==> src/rtl/pipeline_pkg.sv <==
// Shared pipeline definitions: control field widths, memory width and ALU op
// encodings, and the grouped execute-stage control struct.
package pipeline_pkg;

  localparam int ALU_OP_W    = 3;
  localparam int MEM_WIDTH_W = 2;

  localparam logic [MEM_WIDTH_W-1:0] MEM_BYTE = 2'b00;
  localparam logic [MEM_WIDTH_W-1:0] MEM_HALF = 2'b01;
  localparam logic [MEM_WIDTH_W-1:0] MEM_WORD = 2'b11;

  localparam logic [ALU_OP_W-1:0] ALU_ADD = 3'b000;
  localparam logic [ALU_OP_W-1:0] ALU_SUB = 3'b001;
  localparam logic [ALU_OP_W-1:0] ALU_AND = 3'b010;
  localparam logic [ALU_OP_W-1:0] ALU_OR  = 3'b011;
  localparam logic [ALU_OP_W-1:0] ALU_XOR = 3'b100;
  localparam logic [ALU_OP_W-1:0] ALU_SLT = 3'b101;
  localparam logic [ALU_OP_W-1:0] ALU_LUI = 3'b110;
  localparam logic [ALU_OP_W-1:0] ALU_RTY = 3'b111;

  typedef struct packed {
    logic                   reg_write;
    logic                   mem_read;
    logic                   mem_write;
    logic                   mem_to_reg;
    logic                   alu_src;
    logic                   reg_dst;
    logic                   mem_signed;
    logic [ALU_OP_W-1:0]    alu_op;
    logic [MEM_WIDTH_W-1:0] mem_width;
  } ex_ctrl_t;

  // An invalid slot must never carry side effects, so its control collapses to zero.
  function automatic ex_ctrl_t gate_ctrl(input ex_ctrl_t ctrl, input logic valid);
    return valid ? ctrl : '0;
  endfunction

endpackage

==> src/rtl/pipe_reg.sv <==
// Generic pipeline register: async reset, enable (hold) and synchronous clear (bubble).
module pipe_reg #(
  parameter int WIDTH = 8
) (
  input  logic             clk,
  input  logic             reset,
  input  logic             enable,
  input  logic             clear,
  input  logic [WIDTH-1:0] d,
  output logic [WIDTH-1:0] q
);

  // Hold has priority over clear, so a clear raised while held is dropped.
  always_ff @(posedge clk or posedge reset) begin
    if (reset) begin
      q <= '0;
    end else if (enable) begin
      if (clear) q <= '0;
      else       q <= d;
    end
  end

endmodule

==> src/rtl/id_ex_register.sv <==
// ID/EX pipeline register. Define ID_EX_TRACE_EN to add pc/instr trace fields
// and a saturating bubble counter.
module id_ex_register
  import pipeline_pkg::*;
#(
  parameter int DATA_SIZE     = 32,
  parameter int REG_ADDR_SIZE = 5,
  parameter int ALU_OP_SIZE   = 3
) (
  input  logic                     i_clk,
  input  logic                     i_reset,
  input  logic                     i_halt,
  input  logic                     i_flush,
  input  logic                     i_valid,
  input  logic [DATA_SIZE-1:0]     i_rs_data,
  input  logic [DATA_SIZE-1:0]     i_rt_data,
  input  logic [DATA_SIZE-1:0]     i_imm_ext,
  input  logic [REG_ADDR_SIZE-1:0] i_rs_addr,
  input  logic [REG_ADDR_SIZE-1:0] i_rt_addr,
  input  logic [REG_ADDR_SIZE-1:0] i_rd_addr,
  input  logic [4:0]               i_shamt,
  input  logic                     i_reg_write,
  input  logic                     i_mem_read,
  input  logic                     i_mem_write,
  input  logic                     i_mem_to_reg,
  input  logic                     i_alu_src,
  input  logic                     i_reg_dst,
  input  logic                     i_mem_signed,
  input  logic [ALU_OP_SIZE-1:0]   i_alu_op,
  input  logic [1:0]               i_mem_width,
`ifdef ID_EX_TRACE_EN
  input  logic [DATA_SIZE-1:0]     i_pc_plus4,
  input  logic [DATA_SIZE-1:0]     i_instr,
  output logic [DATA_SIZE-1:0]     o_pc_plus4,
  output logic [DATA_SIZE-1:0]     o_instr,
  output logic [15:0]              o_bubble_count,
`endif
  output logic [DATA_SIZE-1:0]     o_rs_data,
  output logic [DATA_SIZE-1:0]     o_rt_data,
  output logic [DATA_SIZE-1:0]     o_imm_ext,
  output logic [REG_ADDR_SIZE-1:0] o_rs_addr,
  output logic [REG_ADDR_SIZE-1:0] o_rt_addr,
  output logic [REG_ADDR_SIZE-1:0] o_rd_addr,
  output logic [4:0]               o_shamt,
  output logic                     o_reg_write,
  output logic                     o_mem_read,
  output logic                     o_mem_write,
  output logic                     o_mem_to_reg,
  output logic                     o_alu_src,
  output logic                     o_reg_dst,
  output logic                     o_mem_signed,
  output logic [ALU_OP_SIZE-1:0]   o_alu_op,
  output logic [1:0]               o_mem_width,
  output logic                     o_valid
);

`ifdef ID_EX_TRACE_EN
  localparam int DATA_W = 5 * DATA_SIZE + 3 * REG_ADDR_SIZE + 5 + 1;
`else
  localparam int DATA_W = 3 * DATA_SIZE + 3 * REG_ADDR_SIZE + 5 + 1;
`endif

  ex_ctrl_t          ctrl_raw;
  ex_ctrl_t          ctrl_d;
  ex_ctrl_t          ctrl_q;
  logic [DATA_W-1:0] data_d;
  logic [DATA_W-1:0] data_q;
  logic              load_en;

  assign load_en = ~i_halt;

  assign ctrl_raw = '{reg_write:  i_reg_write,
                      mem_read:   i_mem_read,
                      mem_write:  i_mem_write,
                      mem_to_reg: i_mem_to_reg,
                      alu_src:    i_alu_src,
                      reg_dst:    i_reg_dst,
                      mem_signed: i_mem_signed,
                      alu_op:     i_alu_op,
                      mem_width:  i_mem_width};
  assign ctrl_d = gate_ctrl(ctrl_raw, i_valid);

`ifdef ID_EX_TRACE_EN
  assign data_d = {i_pc_plus4, i_instr, i_rs_data, i_rt_data, i_imm_ext,
                   i_rs_addr, i_rt_addr, i_rd_addr, i_shamt, i_valid};
  assign {o_pc_plus4, o_instr, o_rs_data, o_rt_data, o_imm_ext,
          o_rs_addr, o_rt_addr, o_rd_addr, o_shamt, o_valid} = data_q;
`else
  assign data_d = {i_rs_data, i_rt_data, i_imm_ext,
                   i_rs_addr, i_rt_addr, i_rd_addr, i_shamt, i_valid};
  assign {o_rs_data, o_rt_data, o_imm_ext,
          o_rs_addr, o_rt_addr, o_rd_addr, o_shamt, o_valid} = data_q;
`endif

  pipe_reg #(.WIDTH($bits(ex_ctrl_t))) u_ctrl_reg (
    .clk    (i_clk),
    .reset  (i_reset),
    .enable (load_en),
    .clear  (i_flush),
    .d      (ctrl_d),
    .q      (ctrl_q)
  );

  pipe_reg #(.WIDTH(DATA_W)) u_data_reg (
    .clk    (i_clk),
    .reset  (i_reset),
    .enable (load_en),
    .clear  (i_flush),
    .d      (data_d),
    .q      (data_q)
  );

  assign o_reg_write  = ctrl_q.reg_write;
  assign o_mem_read   = ctrl_q.mem_read;
  assign o_mem_write  = ctrl_q.mem_write;
  assign o_mem_to_reg = ctrl_q.mem_to_reg;
  assign o_alu_src    = ctrl_q.alu_src;
  assign o_reg_dst    = ctrl_q.reg_dst;
  assign o_mem_signed = ctrl_q.mem_signed;
  assign o_alu_op     = ctrl_q.alu_op;
  assign o_mem_width  = ctrl_q.mem_width;

`ifdef ID_EX_TRACE_EN
  // Counts only bubbles actually inserted; a flush blocked by halt is not one.
  always_ff @(posedge i_clk or posedge i_reset) begin
    if (i_reset) begin
      o_bubble_count <= '0;
    end else if (i_flush && !i_halt && (o_bubble_count != 16'hFFFF)) begin
      o_bubble_count <= o_bubble_count + 16'd1;
    end
  end
`endif

endmodule

==> config.mk <==
export PLATFORM = sky130hd
export DESIGN_NAME = id_ex_register
export DESIGN_NICKNAME = d
export VERILOG_FILES = /design/src/rtl/pipeline_pkg.sv /design/src/rtl/pipe_reg.sv /design/src/rtl/id_ex_register.sv
export SDC_FILE = /design/constraint.sdc
export NUM_CORES = 1
export LEC_CHECK = 0
export CAP_MARGIN = 20
export CELL_PAD_IN_SITES_DETAIL_PLACEMENT = 0
export CELL_PAD_IN_SITES_GLOBAL_PLACEMENT = 1
export CORE_MARGIN = 5
export CORE_UTILIZATION = 32
export DETAILED_ROUTE_END_ITERATION = 7
export PLACE_DENSITY = 0.88
export SLEW_MARGIN = 5
export SYNTH_ARGS = -nofsm -noshare
export SYNTH_HDL_FRONTEND = slang
export SYNTH_HIERARCHICAL = 1
export SYNTH_SLANG_ARGS = --single-unit
==> constraint.sdc <==
create_clock -name i_clk -period 7.25 [get_ports i_clk]
set_input_delay 1.45 -clock i_clk [delete_from_list [all_inputs] [get_ports i_clk]]
set_output_delay 1.45 -clock i_clk [all_outputs]
set_load 0.02 [all_outputs]
==> results.py, run 1 <==
metrics = {
    "grt": {
        "first_global_vias": 3958,
        "gr-usage-all-layers_pct": 16.45,
        "globalRoute.busiestLayer": "met2",
        "largest_net_degree_at_the_start_of_global_routing": 64,
        "grt_pass1_wl_um": 21850,
        "met1_usage_pct": 19.85,
        "global_route.overflow_total": 0,
        "antenna_found_initial": 0,
        "grt_use_met3_pct": 6.118,
        "groute.layer.met2.usage_pct": 26.94,
    },
    "clock_network": {
        "post_cts.repair.setup_buffers": 0,
        "ctsResizeCount": 0,
        "clkLatencyLatePin_ps": 400,
        "cts_tree": "yes",
        "cts.path.max_buffers": 2,
        "cts-buffers-inserted": 17,
        "holdBufCountCts": 0,
        "worst_setup_hold_path_clk_slew_ps": 50,
        "cts_htree_levels": 4,
        "tritoncts_num_sinks": 129,
        "ctsRootBufferMaster": "clkbuf_16",
    },
    "flow_run": {
        "drv.max_cap_violation_count": 0,
    },
    "final_layout": {
        "synthToLayoutAreaGrowth_pct": 70.44,
        "insertedDiodeCount": 0,
        "layout.filler_cells": 1217,
        "finish.net_count": 696,
        "multi_input_area_um2": 1256,
        "final_common_cell": "clkdlybuf4s50_1",
        "most-common-layout-cells": "261 x clkdlybuf4s50_1, 129 x dfrtp_1, 122 x a22o_1, 17 x clkbuf_16, 8 x and2_2",
        "register_area_um2": 3228,
        "layout-drive-gt1-share_pct": 8.377,
        "postLayoutCellArea_um2": 7993,
    },
    "sta": {
        "min_period_ps": 3460,
        "hold_viol": 0,
        "finalCritPeriodShare_pct": 47.72,
        "finalSetupViolCount": 0,
        "timing.final.ws_setup_ps": 3790,
        "timing.fmax_ghz": 0.2890,
        "timing.final.max_slew_violations": 0,
        "tightestPinTransition_ps": 828.4,
        "maxSlewHeadroom_pct": 44.77,
        "grt_setup_unrepaired": "no",
        "finalSetupTns_ps": 0,
        "worst_clock_skew_ps": 0,
    },
    "logic_synthesis": {
        "netlist.area_leader.share_pct": 68.84,
        "yosys_warnings": 6,
        "syn_nets": 440,
        "post_synth_num_cell_types": 13,
        "synth_top_cell_by_area": "dfrtp_1",
        "synth_sequential_area_ratio_pct": 68.84,
        "yosys-top-cells-area": "dfrtp_1 69%, a22o_1 23%, buf_6 2.2%",
        "synth.cell_area_um2": 4689,
        "register_bit_total_from_synthesis": 129,
        "postSynthAreaPerCell_um2": 15.28,
        "netlist_instances": 307,
    },
    "pwr": {
        "combPwrFrac_pct": 17.8,
        "worst_ir_drop_vdd_v": 0.0001510,
        "p_leak_nw": 3.551,
        "switching_share_pct": 23.64,
        "internal-power_mw": 1.543,
        "pwr-share-seq_pct": 39.9,
        "total_switching_power_mw": 0.4777,
        "finalPower_mw": 2.021,
        "clock_power_share_pct": 42.3,
        "power.density_nw_per_um2": 252.8,
    },
    "detailed_routing": {
        "routed_wl_um": 14440,
        "drt_pre_antenna_iters": 4,
        "routed_wire_length_per_instance_um": 19.07,
        "initialDrtViolationCount": 172,
        "avgViaCountPerCell": 4.793,
        "routed-via-count": 3628,
        "detail_route.drc_violations": 0,
        "final_antenna_net_count": 0,
    },
    "floorplan": {
        "die_width_um": 131.1,
        "die_height_um": 131.1,
        "total_core_area_um2": 14480,
        "io_pins": 262,
        "placementRows": 44,
        "start_util_pct": 32.39,
        "dieArea_um2": 17180,
    },
    "worst_setup_path": {
        "r2r_end": "u_ctrl_reg/q[11]",
        "cp-end-kind": "flip-flop",
        "critical_path_fanout_max": 63,
        "critPathKind": "in -> reg",
        "worstSetupStartpointType": "input port",
        "rr_startpoint": "u_ctrl_reg/q[11]",
        "r2r_cells": 1,
        "worst_ep_arrival_time_ps": 3790,
        "worst_setup_path_startpoint": "i_halt",
        "reg2reg_setup_slack_ps": 6490,
        "cp.required_ps": 7580,
    },
    "min_path": {
        "min_path_cells": 1,
        "holdPathEnd": "u_data_reg/q[39]",
        "hold_path_class": "reg -> reg",
        "timing.hold.worst.start": "u_data_reg/q[39]",
    },
    "place": {
        "half_perimeter_wire_length_after_placement_um": 10370,
        "buffer_ports.inserted": 261,
        "dpl_cell_area_um2": 7372,
        "gp_routability_congestion": 0.7914,
        "placement.setup.worst_slack_ps": 3150,
    },
    "outcome": {
        "outcome": "finished, final reports clean",
    },
}
==> final cells by class <==
cell class	count	share of cell area, %
clock buffer	23	6.105
clock inverter	6	1.315
inverter	5	0.2818
multi-input combinational	145	15.72
sequential	129	40.39
tap	184	2.880
timing repair buffer	265	33.31
==> worst max path at each step <==
| stage | endpoint | slack, ps | cells after the start |
|---|---|---|---|
| after detailed placement | u_data_reg/q[18] | 3150 | 5 |
| final | u_data_reg/q[18] | 3790 | 6 |
| after global placement | u_data_reg/q[11] | 3280 | 5 |
| after global routing | u_data_reg/q[18] | 3650 | 6 |
| after floorplan | u_data_reg/q[0] | 2700 | 1 |
| after CTS | u_data_reg/q[18] | 3570 | 5 |
==> logic make-up after synthesis <==
group	Yosys count	synth area share [%]
AO/OA/AOI/OAI	129	24.23
AND/OR/NAND/NOR	16	2.561
flip-flops	129	68.84
buffers and inverters	33	4.376
==> Yosys cell counts, drive strengths merged <==
master,n
clkbuf,8
nand2,2
nor2b,2
a22o,127
dfrtp,129
o2bb2ai,2
inv,5
buf,20
and2,12
==> power by group through the flow <==
| stage | Clock (mW) | Sequential, mW | Combinational (mW) |
|---|---|---|---|
| 4_1_cts | 0.877 | 0.807 | 0.363 |
| 5_1_grt | 0.911 | 0.813 | 0.380 |
| 3_3_place_gp | 0 | 0.817 | 0.354 |
| 2_1_floorplan | 0 | 0.883 | 0.0882 |
| 3_5_place_dp | 0 | 0.818 | 0.362 |
| 6_report | 0.855 | 0.807 | 0.359 |
==> worst max-delay path, cell delays in order <==
cell and delay, ps:
clkdlybuf4s50_1 410, inv_1 160, nor2b_4 670, buf_16 250, buf_4 540, a22o_1 240
==> sequential cells by signal, summed over array words and instances, names as in the netlist <==
| register | count |
|---|---|
| u_ctrl_reg/q | 12 |
| u_data_reg/q | 117 |
==> through the flow <==
| step | hold slack [ps] | std cells | util [%] |
|---|---|---|---|
| floorplan | 594.9 | 307 | - |
| CTS | 508.4 | 756 | 55.01 |
| global route | 516.1 | 757 | 55.20 |
| global placement | 478.8 | 727 | 50.92 |
| detailed placement | 482.7 | 727 | 50.92 |
| finish | 506.9 | 757 | 55.20 |
==> metal layers <==
layer / share of wire, % / vias up
met5: 0 / -
met4: 1.7 / 0
met3: 8.2 / 17
met2: 51 / 141
met1: 39 / 1790
li1: - / 1680
(Power assumes the default switching activity.)
==> inputs of run 2 (changes only) <==
CORE_UTILIZATION = 29   (was 32)
PLACE_DENSITY = 0.81   (was 0.88)
clock period = 3.3 ns   (was 7.25 ns; I/O delays follow)
==> run 2 against run 1 <==
Against the previous run:
- critical path depth decreased by 5
- global-route usage decreased by 1.2 points
- utilization decreased by 4.5 points
- clock skew unchanged
- via count increased by 0.96%
- routed wire length increased by 0.28%
- clock power increased by 120%
- register-to-register slack got worse by 4000 ps
- worst hold slack got worse by 12 ps
- critical path type is now reg -> out
- critical endpoint is now o_rt_data[1]
- largest cell class unchanged
- highest routed layer unchanged
==> results.py, run 2 (same netlist as run 1, synthesis figures left out) <==
metrics = {
    "place": {
        "gp_routability_congestion": 0.7198,
        "half_perimeter_wire_length_after_placement_um": 10480,
        "buffer_ports.inserted": 261,
        "dpl_cell_area_um2": 7453,
    },
    "worst_setup_path": {
        "critical_path.cell_chain": "clkdlybuf4s50_1",
        "cp.required_ps": 2640,
        "reg2reg_setup_slack_ps": 2520,
        "rr_startpoint": "u_ctrl_reg/q[0]",
        "cp.depth": 1,
        "r2r_end": "u_ctrl_reg/q[0]",
        "cp-end-kind": "primary output",
        "cell_with_the_biggest_individual_delay_on_the_critical_path": "clkdlybuf4s50_1",
        "worst_setup_path_startpoint": "u_data_reg/q[54]",
        "critical-path-top-delay-family": "buffers and inverters",
        "crit_buf_inv": 1,
        "r2r_cells": 1,
        "worst_ep_arrival_time_ps": 1410,
        "critical_path_fanout_max": 2,
        "worstSetupStartpointType": "flip-flop",
        "critPathKind": "reg -> out",
        "max_stage_delay_ps": 640,
    },
    "sta": {
        "min_period_ps": 2070,
        "tightestPinTransition_ps": 683.5,
        "finalCritPeriodShare_pct": 62.73,
        "hold_viol": 0,
        "timing.fmax_ghz": 0.4831,
        "grt_setup_unrepaired": "no",
        "worst_clock_skew_ps": 0,
        "finalSetupTns_ps": 0,
        "finalSetupViolCount": 0,
        "timing.final.max_slew_violations": 0,
        "maxSlewHeadroom_pct": 54.44,
    },
    "final_layout": {
        "most-common-layout-cells": "261 x clkdlybuf4s50_1, 129 x dfrtp_1, 122 x a22o_1, 17 x clkbuf_16, 8 x and2_2",
        "final_common_cell": "clkdlybuf4s50_1",
        "top_register": "u_data_reg/q",
        "final_core_util_pct": 50.75,
        "synthToLayoutAreaGrowth_pct": 71.90,
        "finish.net_count": 697,
        "multi_input_area_um2": 1256,
        "register_area_um2": 3228,
        "largest_register_ffs": 117,
        "layout-drive-gt1-share_pct": 8.839,
        "layout.filler_cells": 1392,
        "insertedDiodeCount": 0,
        "postLayoutCellArea_um2": 8061,
        "top_regs": "u_data_reg/q (117), u_ctrl_reg/q (12)",
    },
    "detailed_routing": {
        "detail_route.drc_violations": 0,
        "routed-via-count": 3663,
        "routed_wl_um": 14480,
        "routed_wire_length_per_instance_um": 18.26,
        "final_antenna_net_count": 0,
        "initialDrtViolationCount": 156,
        "drt_pre_antenna_iters": 4,
        "avgViaCountPerCell": 4.619,
    },
    "grt": {
        "first_global_vias": 4014,
        "largest_net_degree_at_the_start_of_global_routing": 117,
        "antenna_found_initial": 0,
        "global_route.overflow_total": 0,
        "gr-usage-all-layers_pct": 15.25,
        "grt_pass1_wl_um": 22020,
    },
    "pwr": {
        "p_leak_nw": 3.555,
        "power.density_nw_per_um2": 554.7,
        "worst_ir_drop_vdd_v": 0.0003259,
    },
    "min_path": {
        "min_path_cells": 1,
        "hold_path_class": "reg -> reg",
        "holdPathEnd": "u_ctrl_reg/q[10]",
        "timing.hold.worst.start": "u_ctrl_reg/q[10]",
    },
    "clock_network": {
        "worst_setup_hold_path_clk_slew_ps": 50,
        "cts.path.max_buffers": 2,
        "clkLatencyLatePin_ps": 400,
        "cts_htree_levels": 4,
        "ctsRootBufferMaster": "clkbuf_16",
        "post_cts.repair.setup_buffers": 0,
        "ctsResizeCount": 0,
        "holdBufCountCts": 0,
        "cts-buffers-inserted": 17,
        "cts_tree": "yes",
        "tritoncts_num_sinks": 129,
    },
    "floorplan": {
        "placementRows": 46,
        "start_util_pct": 29.52,
        "die_height_um": 137.2,
        "dieArea_um2": 18810,
        "die_width_um": 137.2,
        "total_core_area_um2": 15890,
        "io_pins": 262,
    },
    "flow_run": {
        "drv.max_cap_violation_count": 0,
    },
    "outcome": {
        "outcome": "finished, final reports clean",
    },
}
## run 2: where the power goes
| part | total [mW] | internal [mW] | switching, mW |
|---|---|---|---|
| logic | 0.788 | 0.437 | 0.351 |
| clock network | 1.91 | 1.25 | 0.662 |
| registers | 1.77 | 1.70 | 0.0723 |
| total | 4.47 | 3.39 | 1.09 |
## run 2: how the worst max path moves through the flow
stage	slack [ps]	end
after floorplan	1210	u_data_reg/q[0]
after global placement	1140	u_data_reg/q[39]
after detailed placement	1100	u_data_reg/q[99]
after CTS	1190	o_imm_ext[27]
after global routing	1170	o_imm_ext[26]
final	1230	o_rt_data[1]
## run 2: cell type report
| type | instances | share of cell area, % |
|---|---|---|
| sequential | 129 | 40.04 |
| clock inverter | 9 | 1.614 |
| clock buffer | 23 | 5.929 |
| multi-input combinational | 145 | 15.58 |
| timing repair buffer | 266 | 33.18 |
| inverter | 5 | 0.2949 |
| tap | 216 | 3.352 |
## run 2: per-layer routing
layer  up-vias  share of wire, %  global-route usage, %
met5         -                 0                      0
met4         0               2.0                  5.488
met2       159                50                  24.50
met3        21               8.3                  5.956
met1      1800                40                  18.65
li1       1683                 -                      -
## run 2: metrics by stage
| stage | setup WS (ps) | instances | hold slack [ps] | total power [mW] |
|---|---|---|---|---|
| after floorplan | 1213 | 307 | 524.7 | 2.134 |
| after CTS | 1188 | 793 | 495.3 | 4.540 |
| after global placement | 1144 | 761 | 468.3 | 2.581 |
| after detailed placement | 1096 | 761 | 476.0 | 2.598 |
| final | 1230 | 793 | 494.6 | 4.472 |
| after global routing | 1167 | 793 | 518.3 | 4.661 |
